<file path="src/rtl/mc8051_mem_ctrl_pkg.sv">
// Shared types, widths and decode helpers for the 8051 memory-side controller.
package mc8051_mem_ctrl_pkg;

   localparam int ADDR_W = 16;
   localparam int DATA_W = 8;

   typedef enum logic [2:0] {
      ST_IDLE  = 3'd0,
      ST_WAIT  = 3'd1,
      ST_ISSUE = 3'd2,
      ST_CAPT  = 3'd3,
      ST_HOLD  = 3'd4
   } state_e;

   typedef enum logic [1:0] {
      ACC_CODE = 2'd0,
      ACC_XRD  = 2'd1,
      ACC_XWR  = 2'd2
   } acc_e;

   localparam logic [DATA_W-1:0] OOR_FILL = 8'hFF;

   // Priority PSEN > RD > WE; only meaningful when at least one strobe is low.
   function automatic acc_e decode_acc(input logic psen_n, input logic rd_n, input logic we_n);
      acc_e acc;
      acc = ACC_XWR;
      if (!psen_n)    acc = ACC_CODE;
      else if (!rd_n) acc = ACC_XRD;
      else if (!we_n) acc = ACC_XWR;
      return acc;
   endfunction

   function automatic logic multi_low(input logic psen_n, input logic rd_n, input logic we_n);
      return (!psen_n && !rd_n) || (!psen_n && !we_n) || (!rd_n && !we_n);
   endfunction

endpackage

</file>
<file path="src/rtl/mc8051_mem_ctrl_if.sv">
// Core-side naive memory bus: level strobes in, level ready and read data out.
interface mc8051_mem_ctrl_if;
   import mc8051_mem_ctrl_pkg::*;

   logic              we_n;
   logic              rd_n;
   logic              psen_n;
   logic [ADDR_W-1:0] addr;
   logic [DATA_W-1:0] wdata;
   logic              data_rdy;
   logic [DATA_W-1:0] rdata;

   modport master (
      output we_n, rd_n, psen_n, addr, wdata,
      input  data_rdy, rdata
   );

   modport slave (
      input  we_n, rd_n, psen_n, addr, wdata,
      output data_rdy, rdata
   );

endinterface

</file>
<file path="src/rtl/mc8051_mem_ctrl_wait_cnt.sv">
// 4-bit loadable down-counter for wait-state insertion; expire marks the last wait cycle.
module mc8051_mem_wait_cnt (
   input  logic       clk,
   input  logic       reset_n,
   input  logic       load_i,
   input  logic [3:0] load_val_i,
   input  logic       dec_i,
   output logic       expire_o
);

   logic [3:0] cnt_q, cnt_d;

   always_comb begin
      cnt_d = cnt_q;
      if (load_i)
         cnt_d = load_val_i;
      else if (dec_i && (cnt_q != 4'd0))
         cnt_d = cnt_q - 4'd1;
   end

   always_ff @(posedge clk or negedge reset_n) begin
      if (!reset_n) cnt_q <= 4'd0;
      else          cnt_q <= cnt_d;
   end

   assign expire_o = (cnt_q == 4'd1);

endmodule

</file>
<file path="src/rtl/mc8051_mem_ctrl.sv">
// Memory-side controller: decodes core strobes into code-ROM / XRAM accesses on
// synchronous single-port memories, with wait states and a level ready handshake.
module mc8051_mem_ctrl
   import mc8051_mem_ctrl_pkg::*;
#(
   parameter int CODE_AW    = 12,
   parameter int XDATA_AW   = 11,
   parameter int CODE_WAIT  = 0,
   parameter int XDATA_WAIT = 1
) (
   input  logic                clk,
   input  logic                reset_n,
   mc8051_mem_ctrl_if.slave    mem_if,
   output logic                rom_en_o,
   output logic [CODE_AW-1:0]  rom_addr_o,
   input  logic [DATA_W-1:0]   rom_rdata_i,
   output logic                ram_en_o,
   output logic                ram_we_o,
   output logic [XDATA_AW-1:0] ram_addr_o,
   output logic [DATA_W-1:0]   ram_wdata_o,
   input  logic [DATA_W-1:0]   ram_rdata_i,
   output logic                err_o
);

   if (CODE_WAIT < 0 || CODE_WAIT > 15) begin : g_code_wait_chk
      $error("CODE_WAIT must be in 0..15");
   end
   if (XDATA_WAIT < 0 || XDATA_WAIT > 15) begin : g_xdata_wait_chk
      $error("XDATA_WAIT must be in 0..15");
   end

   localparam logic [3:0]  CODE_WAIT_L  = 4'(CODE_WAIT);
   localparam logic [3:0]  XDATA_WAIT_L = 4'(XDATA_WAIT);
   localparam logic [16:0] CODE_LIMIT   = 17'd1 << CODE_AW;
   localparam logic [16:0] XDATA_LIMIT  = 17'd1 << XDATA_AW;

   state_e              state_q, state_d;
   acc_e                acc_q, acc_new;
   logic [ADDR_W-1:0]   addr_q;
   logic [DATA_W-1:0]   wdata_q;
   logic [DATA_W-1:0]   rdata_q;
   logic                err_q;
   logic                all_high, start, oor, wait_expire, capt_rd;
   logic [3:0]          wait_load;

   assign all_high  = mem_if.psen_n & mem_if.rd_n & mem_if.we_n;
   assign start     = (state_q == ST_IDLE) && !all_high;
   assign acc_new   = decode_acc(mem_if.psen_n, mem_if.rd_n, mem_if.we_n);
   assign wait_load = (acc_new == ACC_CODE) ? CODE_WAIT_L : XDATA_WAIT_L;

   // Range is judged on the full latched address, so truncation can never alias into memory.
   assign oor = (acc_q == ACC_CODE) ? ({1'b0, addr_q} >= CODE_LIMIT)
                                    : ({1'b0, addr_q} >= XDATA_LIMIT);

   mc8051_mem_wait_cnt u_wait_cnt (
      .clk        (clk),
      .reset_n    (reset_n),
      .load_i     (start),
      .load_val_i (wait_load),
      .dec_i      (state_q == ST_WAIT),
      .expire_o   (wait_expire)
   );

   always_ff @(posedge clk or negedge reset_n) begin
      if (!reset_n) state_q <= ST_IDLE;
      else          state_q <= state_d;
   end

   always_comb begin
      state_d = state_q;
      unique case (state_q)
         ST_IDLE:  if (!all_high) state_d = (wait_load == 4'd0) ? ST_ISSUE : ST_WAIT;
         ST_WAIT:  if (all_high) state_d = ST_IDLE;
                   else if (wait_expire) state_d = ST_ISSUE;
         ST_ISSUE: state_d = all_high ? ST_IDLE : ST_CAPT;
         ST_CAPT:  state_d = all_high ? ST_IDLE : ST_HOLD;
         ST_HOLD:  if (all_high) state_d = ST_IDLE;
         default:  state_d = ST_IDLE;
      endcase
   end

   always_comb begin
      rom_en_o = (state_q == ST_ISSUE) && (acc_q == ACC_CODE) && !oor;
      ram_en_o = (state_q == ST_ISSUE) && (acc_q != ACC_CODE) && !oor;
      ram_we_o = ram_en_o && (acc_q == ACC_XWR);
      mem_if.data_rdy = (state_q == ST_HOLD);
   end

   // A released strobe in CAPT is an abort: the read data is discarded.
   assign capt_rd = (state_q == ST_CAPT) && !all_high && (acc_q != ACC_XWR);

   always_ff @(posedge clk or negedge reset_n) begin
      if (!reset_n) begin
         acc_q   <= ACC_CODE;
         addr_q  <= '0;
         wdata_q <= '0;
         rdata_q <= OOR_FILL;
         err_q   <= 1'b0;
      end else begin
         if (start) begin
            acc_q   <= acc_new;
            addr_q  <= mem_if.addr;
            wdata_q <= mem_if.wdata;
            if (multi_low(mem_if.psen_n, mem_if.rd_n, mem_if.we_n)) err_q <= 1'b1;
         end
         if (capt_rd) begin
            if (oor)                    rdata_q <= OOR_FILL;
            else if (acc_q == ACC_CODE) rdata_q <= rom_rdata_i;
            else                        rdata_q <= ram_rdata_i;
         end
      end
   end

   assign rom_addr_o   = addr_q[CODE_AW-1:0];
   assign ram_addr_o   = addr_q[XDATA_AW-1:0];
   assign ram_wdata_o  = wdata_q;
   assign mem_if.rdata = rdata_q;
   assign err_o        = err_q;

endmodule

</file>
<file path="src/flat_wrapper.sv">
// flat-port wrapper written by rule: the top's interface ports become plain ports
module mc8051_mem_ctrl_flat import mc8051_mem_ctrl_pkg::*;
#(
   parameter int CODE_AW    = 12,
   parameter int XDATA_AW   = 11,
   parameter int CODE_WAIT  = 0,
   parameter int XDATA_WAIT = 1
)
  (clk, reset_n, rom_en_o, rom_addr_o, rom_rdata_i, ram_en_o, ram_we_o, ram_addr_o, ram_wdata_o, ram_rdata_i, err_o, mem_if_we_n, mem_if_rd_n, mem_if_psen_n, mem_if_addr, mem_if_wdata, mem_if_data_rdy, mem_if_rdata);
  mc8051_mem_ctrl_if mem_if_i ();
  input  logic clk;
  input  logic reset_n;
  output logic rom_en_o;
  output logic [CODE_AW-1:0] rom_addr_o;
  input  logic [DATA_W-1:0] rom_rdata_i;
  output logic ram_en_o;
  output logic ram_we_o;
  output logic [XDATA_AW-1:0] ram_addr_o;
  output logic [DATA_W-1:0] ram_wdata_o;
  input  logic [DATA_W-1:0] ram_rdata_i;
  output logic err_o;
  input wire logic [$bits(mem_if_i.we_n)-1:0] mem_if_we_n;
  input wire logic [$bits(mem_if_i.rd_n)-1:0] mem_if_rd_n;
  input wire logic [$bits(mem_if_i.psen_n)-1:0] mem_if_psen_n;
  input wire logic [$bits(mem_if_i.addr)-1:0] mem_if_addr;
  input wire logic [$bits(mem_if_i.wdata)-1:0] mem_if_wdata;
  output wire logic [$bits(mem_if_i.data_rdy)-1:0] mem_if_data_rdy;
  output wire logic [$bits(mem_if_i.rdata)-1:0] mem_if_rdata;
  assign mem_if_i.we_n = mem_if_we_n;
  assign mem_if_i.rd_n = mem_if_rd_n;
  assign mem_if_i.psen_n = mem_if_psen_n;
  assign mem_if_i.addr = mem_if_addr;
  assign mem_if_i.wdata = mem_if_wdata;
  assign mem_if_data_rdy = mem_if_i.data_rdy;
  assign mem_if_rdata = mem_if_i.rdata;
  mc8051_mem_ctrl #(.CODE_AW(CODE_AW), .XDATA_AW(XDATA_AW), .CODE_WAIT(CODE_WAIT), .XDATA_WAIT(XDATA_WAIT)) u_core (.clk(clk), .reset_n(reset_n), .mem_if(mem_if_i), .rom_en_o(rom_en_o), .rom_addr_o(rom_addr_o), .rom_rdata_i(rom_rdata_i), .ram_en_o(ram_en_o), .ram_we_o(ram_we_o), .ram_addr_o(ram_addr_o), .ram_wdata_o(ram_wdata_o), .ram_rdata_i(ram_rdata_i), .err_o(err_o));
endmodule
</file>
<file path="config.mk">
export PLATFORM = sky130hd
export DESIGN_NAME = mc8051_mem_ctrl_flat
export DESIGN_NICKNAME = d
export VERILOG_FILES = /design/src/rtl/mc8051_mem_ctrl_pkg.sv /design/src/rtl/mc8051_mem_ctrl_if.sv /design/src/rtl/mc8051_mem_ctrl_wait_cnt.sv /design/src/rtl/mc8051_mem_ctrl.sv /design/src/flat_wrapper.sv
export SDC_FILE = /design/constraint.sdc
export NUM_CORES = 1
export LEC_CHECK = 0
export CAP_MARGIN = 25
export CORE_MARGIN = 4
export CORE_UTILIZATION = 44
export DETAILED_ROUTE_END_ITERATION = 7
export PLACE_DENSITY = 0.77
export RECOVER_POWER = 25
export SYNTH_ARGS = -nofsm -noshare
export SYNTH_HDL_FRONTEND = slang
export SYNTH_HIERARCHICAL = 1
export SYNTH_SLANG_ARGS = --single-unit
</file>
<file path="constraint.sdc">
create_clock -name clk -period 2.3 [get_ports clk]
set_input_delay 0.23 -clock clk [delete_from_list [all_inputs] [get_ports clk]]
set_output_delay 0.23 -clock clk [all_outputs]
set_load 0.005 [all_outputs]
</file>
==> flow_summary.toml, run 1 <==
[final_layout]
final_common_cell = "clkdlybuf4s50_1"
post_route_cells_drive_above_1_share_pct = 23.7
nets = 312
final_util_pct = 62.8
syn_to_final_growth_pct = 37.7
diodes = 0
final_area_um2 = 3210
fillers = 416
layout_common_cells = "87 x clkdlybuf4s50_1, 34 x dfrtp_1, 19 x mux2_4, 13 x inv_1, 13 x mux2_2"

[setup_path]
worstPathCellList = "nor4_4 > nand2_1 > nor3b_1 > clkdlybuf4s50_1"
slowest_stage = "clkdlybuf4s50_1"
critPathKind = "reg -> out"
start_kind = "flop"
cp.required_ns = 2.07
r2r_start = "u_core/acc_q[1]"
cp_max_fo = 3
reg2reg_slack_ns = 0.64
worst_path_largest_cell_delay_ns = 0.55
crit_buf_inv = 1
worstPathArrival_ns = 1.95
endpoint_kind = "output pin"
critical-path-top-delay-family = "simple AND/OR/NAND/NOR gates"
ff2ff_path_depth = 4
reg2reg_to = "u_core/mem_if.rdata[0]"

[cts]
cts.reportedPaths.clkPinSlew_ns = 0.09
cts_tree = "yes"
root_buffer = "clkbuf_8"
h-tree-depth = 2
cts.sinks = 42
clock_latency_ns = 0.29
cts.path.max_buffers = 2
post-cts-setup-buffers = 0
cts_buffers = 5

[place]
portBuffers = 88
postPlaceCellArea_um2 = 3080
hpwl_mm = 3.59
place.gp.congestion = 0.779

[timing]
setup_viol_count_final = 0
rsz0062_at_grt = "no"
finalCriticalPeriod_ns = 2.18
finClkSkew_ns = 0.00725
holdWs_ns = 0.482
hold_viol_final = 0
fmax_ghz = 0.458
worst_slew_pin_slew_ns = 1.04
tns_ns = 0
finalMaxSlewViolations = 0
finalCritPeriodShare_pct = 94.9
maxSlewHeadroom_pct = 31.0

[die]
die_w_um = 80.7
ios = 89
core_area_um2 = 5110
die_area_um2 = 6520
core.rowCount = 26
dieHeight_um = 80.7
floorplan.initialDensity_pct = 45.6

[power_and_ir_drop]
leakage_nw = 1.36
peakVddDrop_uv = 608
finalPower_mw = 4.16
powerDensity_nw_per_um2 = 1300

[worst_hold_path]
min_from = "u_core/err_o"
min_path_cells = 1
min_to = "u_core/err_o"
min_path_type = "reg -> reg"

[global_route]
grt_usage_pct = 14.9
grt_pass1_vias = 1683
antenna_found_initial = 0
grt_pass1_wl_mm = 7.68
grt-ovfl-total = 0
grt_max_degree = 43

[logic_synthesis]
syn-instance-count = 193
postSynthAreaPerCell_um2 = 12.1
synthTopCellsByArea = "dfrtp_1 37%, mux2_4 12%, dfstp_2 9.0%, buf_4 7.7%, mux2_2 6.3%"
synth_top_area_share_pct = 36.6
synth-seq-cells = 42
netlist-cell-type-count = 42
ys_warn_count = 6
yosysSeqAreaShare_pct = 45.6
yosys.area.top_type = "dfrtp_1"
syn_area_um2 = 2330

[status]
status = "completed"

[routing]
dr.pass1.iters = 4
drc = 0
via_count = 1659
drt_iter0_drc = 47
drtAntennaViolNets = 0
via_per_inst = 4.94
drt-wirelength-per-cell_um = 14.4
routed_wl_mm = 4.84

[job]
maxCapViolCount = 0
==> cells in the mapped netlist, drive strengths merged <==
library cell,count
o2111ai,8
or3b,1
o21ai,11
nor4,1
dfstp,8
a2bb2oi,1
inv,13
buf,28
mux2,32
nor4b,1
nor3,4
a221o,1
nand2,9
conb,1
nor2b,2
nor3b,6
a32o,1
a21oi,4
nor2,6
a21o,1
clkbuf,3
a31o,1
mux2i,1
or3,1
nand3b,1
dlygate4sd3,1
nand2b,2
o22a,1
ha,2
or2,1
dfrtp,34
and4b,1
and3,1
o311ai,1
a221oi,1
o21bai,2
==> how the worst max path moves through the flow <==
stage	cells after the start	startpoint	endpoint
2_1_floorplan	8	u_core/state_q[1]	u_core/u_wait_cnt/cnt_q[3]
3_3_place_gp	5	mem_if_we_n	u_core/ram_wdata_o[1]
3_5_place_dp	6	mem_if_we_n	u_core/u_wait_cnt/cnt_q[3]
4_1_cts	4	u_core/addr_q[14]	ram_we_o
5_1_grt	4	u_core/addr_q[14]	ram_we_o
6_report	4	u_core/addr_q[14]	ram_we_o
==> worst register-to-register path, delay by kind of cell (launching register included) <==
| kind | cells | cell delay [ns] |
|---|---|---|
| muxes | 1 | 0.31 |
| buffers and inverters | 1 | 0.17 |
| DFF | 1 | 0.39 |
| AOI/OAI and AO/OA | 2 | 0.73 |
==> power breakdown <==
part | leakage (nW) | internal, mW | switching, mW
logic | 0.832 | 1.43 | 0.762
clock network | 0.0408 | 0.217 | 0.269
registers | 0.486 | 1.14 | 0.337
total | 1.36 | 2.79 | 1.37
==> flip-flops by register name (all words and copies together) (netlist names) <==
register                 flops
u_core/ram_wdata_o           8
u_core/u_wait_cnt/cnt_q      4
u_core/mem_if.rdata          8
u_core/addr_q               16
u_core/err_o                 1
u_core/state_q               3
u_core/acc_q                 2
==> per-stage QoR <==
step	worst slack, ns	std cells
3_5_place_dp	0.334	326
4_1_cts	0.0672	334
6_report	0.116	336
3_3_place_gp	0.365	326
2_1_floorplan	0.579	195
5_1_grt	0.00286	336
==> routing by layer <==
layer / global-route usage (%) / share of wire, %
met5: 0 / 0
met4: 4.05 / 0.89
met3: 5.04 / 8.8
met2: 24.9 / 46
met1: 18.5 / 44
==> timing repair <==
item,4_1_cts,5_1_grt
gates resized for setup,0,2
hold endpoints to repair,0,34
setup endpoints to repair,0,2
hold buffers,0,1
==> cells by family (layout without fill, tap and decap cells) <==
| group | count (synthesis) | count (layout) | synth area share (%) |
|---|---|---|---|
| other | 1 | 3 | 0.161 |
| muxes | 33 | 33 | 19.0 |
| DFF | 42 | 42 | 45.6 |
| and+or+nand+nor | 37 | 37 | 10.8 |
| buffers and inverters | 45 | 116 | 13.4 |
| adders and majority gates | 2 | 2 | 1.08 |
| AOI/OAI and AO/OA | 33 | 33 | 9.95 |
==> cell type report <==
cell class                 instances  area (µm²)  share of cell area, %
sequential                        42        1060                   33.1
inverter                          13        48.8                   1.52
timing repair buffer              95         941                   29.4
clock buffer                       5        68.8                   2.15
multi-input combinational        108         975                   30.4
tap                               70        87.6                   2.73
clock inverter                     3        23.8                  0.742
Note: power is estimated with default switching activity, not from simulation.
==> run 2: changes to the inputs <==
==> constraint.sdc (replaced) <==
create_clock -name clk -period 2.1 [get_ports clk]
set_input_delay 0.21 -clock clk [delete_from_list [all_inputs] [get_ports clk]]
set_output_delay 0.21 -clock clk [all_outputs]
set_load 0.005 [all_outputs]
==> flow_summary.toml, run 2 (synthesized netlist as in run 1, its figures left out) <==
[final_layout]
top_register = "u_core/addr_q"
layout_common_cells = "85 x clkdlybuf4s50_1, 33 x dfrtp_1, 19 x mux2_4, 13 x inv_1, 13 x mux2_2"
final_cells = 338
final_common_cell = "clkdlybuf4s50_1"
syn_to_final_growth_pct = 38.2
nets = 314
diodes = 0
largest_reg_flops = 16
post_route_cells_drive_above_1_share_pct = 24.3
fillers = 432
final_area_um2 = 3220
final_util_pct = 63.0

[die]
ios = 89
die_area_um2 = 6520
dieHeight_um = 80.7
core_area_um2 = 5110
core.rowCount = 26
floorplan.initialDensity_pct = 45.6
die_w_um = 80.7

[place]
postPlaceCellArea_um2 = 3100
place.gp.congestion = 0.813
dp_cells = 328
portBuffers = 88
hpwl_mm = 3.71

[timing]
finClkSkew_ns = 0.00633
hold_viol_final = 0
worst_slew_pin_slew_ns = 0.744
finalCritPeriodShare_pct = 96.8
finalMaxSlewViolations = 0
maxSlewHeadroom_pct = 50.4
fmax_ghz = 0.492
finalCriticalPeriod_ns = 2.03
setup_viol_count_final = 0

[power_and_ir_drop]
p_sw_mw = 1.48
seq_power_share_pct = 35.9
clock_power_share_pct = 11.2
peakVddDrop_uv = 650
p_int_mw = 3.07
switching_share_pct = 32.6
leakage_nw = 1.38
combinationalPowerShare_pct = 52.9
finalPower_mw = 4.56
powerDensity_nw_per_um2 = 1420

[routing]
drtAntennaViolNets = 0
drt_iter0_drc = 68
topRoutingLayerUsed = "met4"
via_per_inst = 4.93
met1Wirelength_mm = 2.12
route.met3.wl_um = 392
routed_wl_mm = 4.92
drc = 0
drt-wirelength-per-cell_um = 14.6
dr.pass1.iters = 4
via_count = 1666
wl_met2_mm = 2.38

[global_route]
antenna_found_initial = 0
grt_pass1_wl_mm = 7.89
grt_usage_pct = 15.6
grt_pass1_vias = 1760
grt-ovfl-total = 0
grt_max_degree = 31

[cts]
h-tree-depth = 2
cts.reportedPaths.clkPinSlew_ns = 0.08
cts.sinks = 42
root_buffer = "clkbuf_8"
cts_buffers = 5
cts_tree = "yes"
clock_latency_ns = 0.29
cts.path.max_buffers = 2

[worst_hold_path]
min_path_type = "reg -> reg"
min_from = "u_core/err_o"
min_path_cells = 1
min_to = "u_core/err_o"

[setup_path]
critPathKind = "reg -> out"
reg2reg_to = "u_core/mem_if.rdata[0]"
endpoint_kind = "output pin"
cp_max_fo = 3
worstPathArrival_ns = 1.82
cp.required_ns = 1.89
r2r_start = "u_core/acc_q[1]"
reg2reg_slack_ns = 0.42
start_kind = "flop"
ff2ff_path_depth = 4

[status]
status = "completed"

[job]
maxCapViolCount = 0
[run 2: cell count changes in the layout (fill, tap and decap cells not counted), moves of 2 or more]
| cell | previous run | this run |
|---|---|---|
| clkinvlp_4 | 2 | 0 |
| clkbuf_1 | 0 | 2 |
| dlygate4sd2_1 | 0 | 2 |
| buf_4 | 4 | 6 |
| clkdlybuf4s50_1 | 87 | 85 |
[run 2: per-layer routing]
metal  up-vias  global-route usage, %
met5         -                      0
met4         0                   4.05
met3         5                   5.04
met2        61                   26.7
met1       801                   18.9
li1        799                      -
[run 2: area by class of cell]
class | instances | area [µm²] | area share (%)
timing repair buffer | 97 | 952 | 29.6
tap | 70 | 87.6 | 2.72
multi-input combinational | 108 | 980 | 30.5
clock inverter | 2 | 13.8 | 0.428
clock buffer | 6 | 72.6 | 2.26
inverter | 13 | 48.8 | 1.52
sequential | 42 | 1060 | 33.0
[run 2: worst max-delay path, stage by stage (launching register included)]
cell	delay [ns]
dfrtp_1	0.42
nor4_4	0.36
nand2_2	0.13
nor2_1	0.11
clkdlybuf4s50_1	0.51
[run 2: per-stage QoR]
| stage | worst slack (ns) | hold WS (ns) | setup TNS, ns |
|---|---|---|---|
| floorplan | 0.379 | -0.0856 | 0 |
| global placement | 0.179 | 0.276 | 0 |
| detailed placement | 0.144 | 0.289 | 0 |
| CTS | 0.0227 | 0.485 | 0 |
| global route | -0.0296 | 0.510 | -0.0296 |
| finish | 0.0668 | 0.482 | 0 |
[run 2: timing repair]
item | in CTS | in global routing
hold buffers | 1 | 0
endpoints found under the setup margin | 2 | 1
resized for setup | 3 | 4
pin swaps | 2 | 0
hold endpoints to repair | 20 | 0
buffers inserted | 1 | 0
[run 2: how the worst max path moves through the flow]
stage                      startpoint                    endpoint  slack [ns]  cells past startpoint
floorplan           u_core/state_q[1]  u_core/u_wait_cnt/cnt_q[3]        0.38                      8
global placement          mem_if_we_n       u_core/ram_wdata_o[0]        0.18                      5
detailed placement        mem_if_we_n       u_core/ram_wdata_o[1]        0.14                      5
CTS                   u_core/acc_q[0]                    rom_en_o        0.02                      3
global route        u_core/addr_q[12]                    rom_en_o       -0.03                      4
finish              u_core/addr_q[12]                    rom_en_o        0.07                      4
[run 2: power groups by stage]
stage	Combinational, mW	Sequential [mW]	Clock (mW)
floorplan	1.75	1.54	0
detailed placement	2.41	1.62	0
finish	2.41	1.64	0.509
global route	2.62	1.70	0.573
CTS	2.43	1.63	0.535
global placement	2.35	1.61	0
==> run 3: changes to the inputs <==
--- a/config.mk
+++ b/config.mk
@@ -9,6 +9,7 @@
 export CORE_MARGIN = 4
 export CORE_UTILIZATION = 44
 export DETAILED_ROUTE_END_ITERATION = 7
+export MAX_ROUTING_LAYER = met4
 export PLACE_DENSITY = 0.77
 export RECOVER_POWER = 25
 export SYNTH_ARGS = -nofsm -noshare
==> flow_summary.toml, run 3 (synthesized netlist as in run 1, its figures left out) <==
[die]
core.rowCount = 26
ios = 89
core_area_um2 = 5110
die_w_um = 80.7
die_area_um2 = 6520
floorplan.initialDensity_pct = 45.6
dieHeight_um = 80.7

[setup_path]
r2r_start = "u_core/acc_q[1]"
reg2reg_to = "u_core/mem_if.rdata[0]"
reg2reg_slack_ns = 0.42
slowest_stage = "clkdlybuf4s50_1"
ff2ff_path_depth = 4
critPathKind = "reg -> out"
worstPathCellList = "nor4_4 > nand2_2 > nor2_1 > clkdlybuf4s50_1"
worstPathArrival_ns = 1.82
cp_num_cells = 4
worst_path_largest_cell_delay_ns = 0.51
critical-path-top-delay-family = "simple AND/OR/NAND/NOR gates"
endpoint_kind = "output pin"
cp.required_ns = 1.89
cp_max_fo = 3
start_kind = "flop"
crit_buf_inv = 1

[final_layout]
diodes = 0
final_cells = 338
layout_common_cells = "85 x clkdlybuf4s50_1, 33 x dfrtp_1, 19 x mux2_4, 13 x inv_1, 13 x mux2_2"
syn_to_final_growth_pct = 38.2
top_register = "u_core/addr_q"
nets = 314
post_route_cells_drive_above_1_share_pct = 24.3
final_common_cell = "clkdlybuf4s50_1"
largest_reg_flops = 16

[cts]
root_buffer = "clkbuf_8"
h-tree-depth = 2
cts.path.max_buffers = 2
cts_tree = "yes"
cts.reportedPaths.clkPinSlew_ns = 0.08
cts.sinks = 42
cts_buffers = 5
clock_latency_ns = 0.29

[timing]
hold_viol_final = 0
finalMaxSlewViolations = 0
finalCriticalPeriod_ns = 2.03
setup_viol_count_final = 0
finalCritPeriodShare_pct = 96.8
finClkSkew_ns = 0.00641
maxSlewHeadroom_pct = 50.4
fmax_ghz = 0.492
worst_slew_pin_slew_ns = 0.744
fin_ws_ns = 0.0668
tns_ns = 0

[global_route]
grt-ovfl-total = 0
grt_pass1_vias = 1758
antenna_found_initial = 0
grt_pass1_wl_mm = 7.89
grt_max_degree = 31
grt_usage_pct = 16.1

[routing]
met1Wirelength_mm = 2.16
routed_wl_mm = 4.92
wl_met2_mm = 2.38
drc = 0
drt_iter0_drc = 68
dr.pass1.iters = 4
drt-wirelength-per-cell_um = 14.6
via_count = 1669
topRoutingLayerUsed = "met4"
drtAntennaViolNets = 0
route.met3.wl_um = 350
via_per_inst = 4.94

[worst_hold_path]
min_from = "u_core/err_o"
min_to = "u_core/err_o"
min_path_cells = 1
min_path_type = "reg -> reg"

[power_and_ir_drop]
p_sw_mw = 1.48
combinationalPowerShare_pct = 52.9
p_int_mw = 3.07
clock_power_share_pct = 11.2
seq_power_share_pct = 35.9
powerDensity_nw_per_um2 = 1420
switching_share_pct = 32.6
peakVddDrop_uv = 650
leakage_nw = 1.38

[place]
place.gp.congestion = 0.825
portBuffers = 88
dp_cells = 328
pre_cts_slack_ns = 0.144
hpwl_mm = 3.71

[job]
maxCapViolCount = 0

[status]
status = "completed"
## run 3: cell counts in the layout (fill, tap and decap cells not counted)
No cell type changed its count.
## run 3: worst max path at each step
| stage | slack, ns | startpoint | endpoint |
|---|---|---|---|
| after floorplan | 0.38 | u_core/state_q[1] | u_core/u_wait_cnt/cnt_q[3] |
| after global placement | 0.18 | mem_if_we_n | u_core/ram_wdata_o[0] |
| after detailed placement | 0.14 | mem_if_we_n | u_core/ram_wdata_o[1] |
| after CTS | 0.02 | u_core/acc_q[0] | rom_en_o |
| after global routing | -0.03 | u_core/addr_q[12] | rom_en_o |
| final | 0.07 | u_core/addr_q[12] | rom_en_o |
## run 3: repair_timing
action,CTS,global route
resized for setup,3,4
hold buffers,1,0
setup endpoints to repair,2,1
pin swaps,2,0
hold endpoints to repair,20,0
setup buffers,1,0
## run 3: area by class of cell
cell class,instances,area (µm²)
multi-input combinational,108,980
inverter,13,48.8
tap,70,87.6
fill,432,1890
clock buffer,6,72.6
clock inverter,2,13.8
timing repair buffer,97,952
sequential,42,1060
## run 3: power groups by stage
| stage | clock network [mW] | registers, mW | logic (mW) |
|---|---|---|---|
| 4_1_cts | 0.535 | 1.63 | 2.43 |
| 3_5_place_dp | 0 | 1.62 | 2.41 |
| 5_1_grt | 0.573 | 1.70 | 2.61 |
| 3_3_place_gp | 0 | 1.61 | 2.35 |
| 6_report | 0.509 | 1.64 | 2.41 |
| 2_1_floorplan | 0 | 1.54 | 1.75 |
## run 3: routing by layer
layer	vias up	GRT usage, %
met2	61	26.7
met3	5	4.48
met4	0	4.05
met5	-	-
li1	799	-
met1	804	19.3
## run 3: stage by stage
stage / instance area (µm²) / power [mW] / hold WS, ns / utilization, %
after global placement: 3100 / 3.96 / 0.276 / 60.7
final: 3220 / 4.56 / 0.482 / 63.0
after global routing: 3220 / 4.89 / 0.510 / 63.0
after detailed placement: 3100 / 4.03 / 0.289 / 60.7
after floorplan: 2330 / 3.29 / -0.0856 / -
after CTS: 3210 / 4.60 / 0.485 / 62.8
## run 3: worst register-to-register path, stage by stage, from the launching register on
cell	delay [ns]
dfrtp_1	0.45
buf_4	0.18
o21ai_1	0.47
o2111ai_1	0.22
mux2_2	0.30
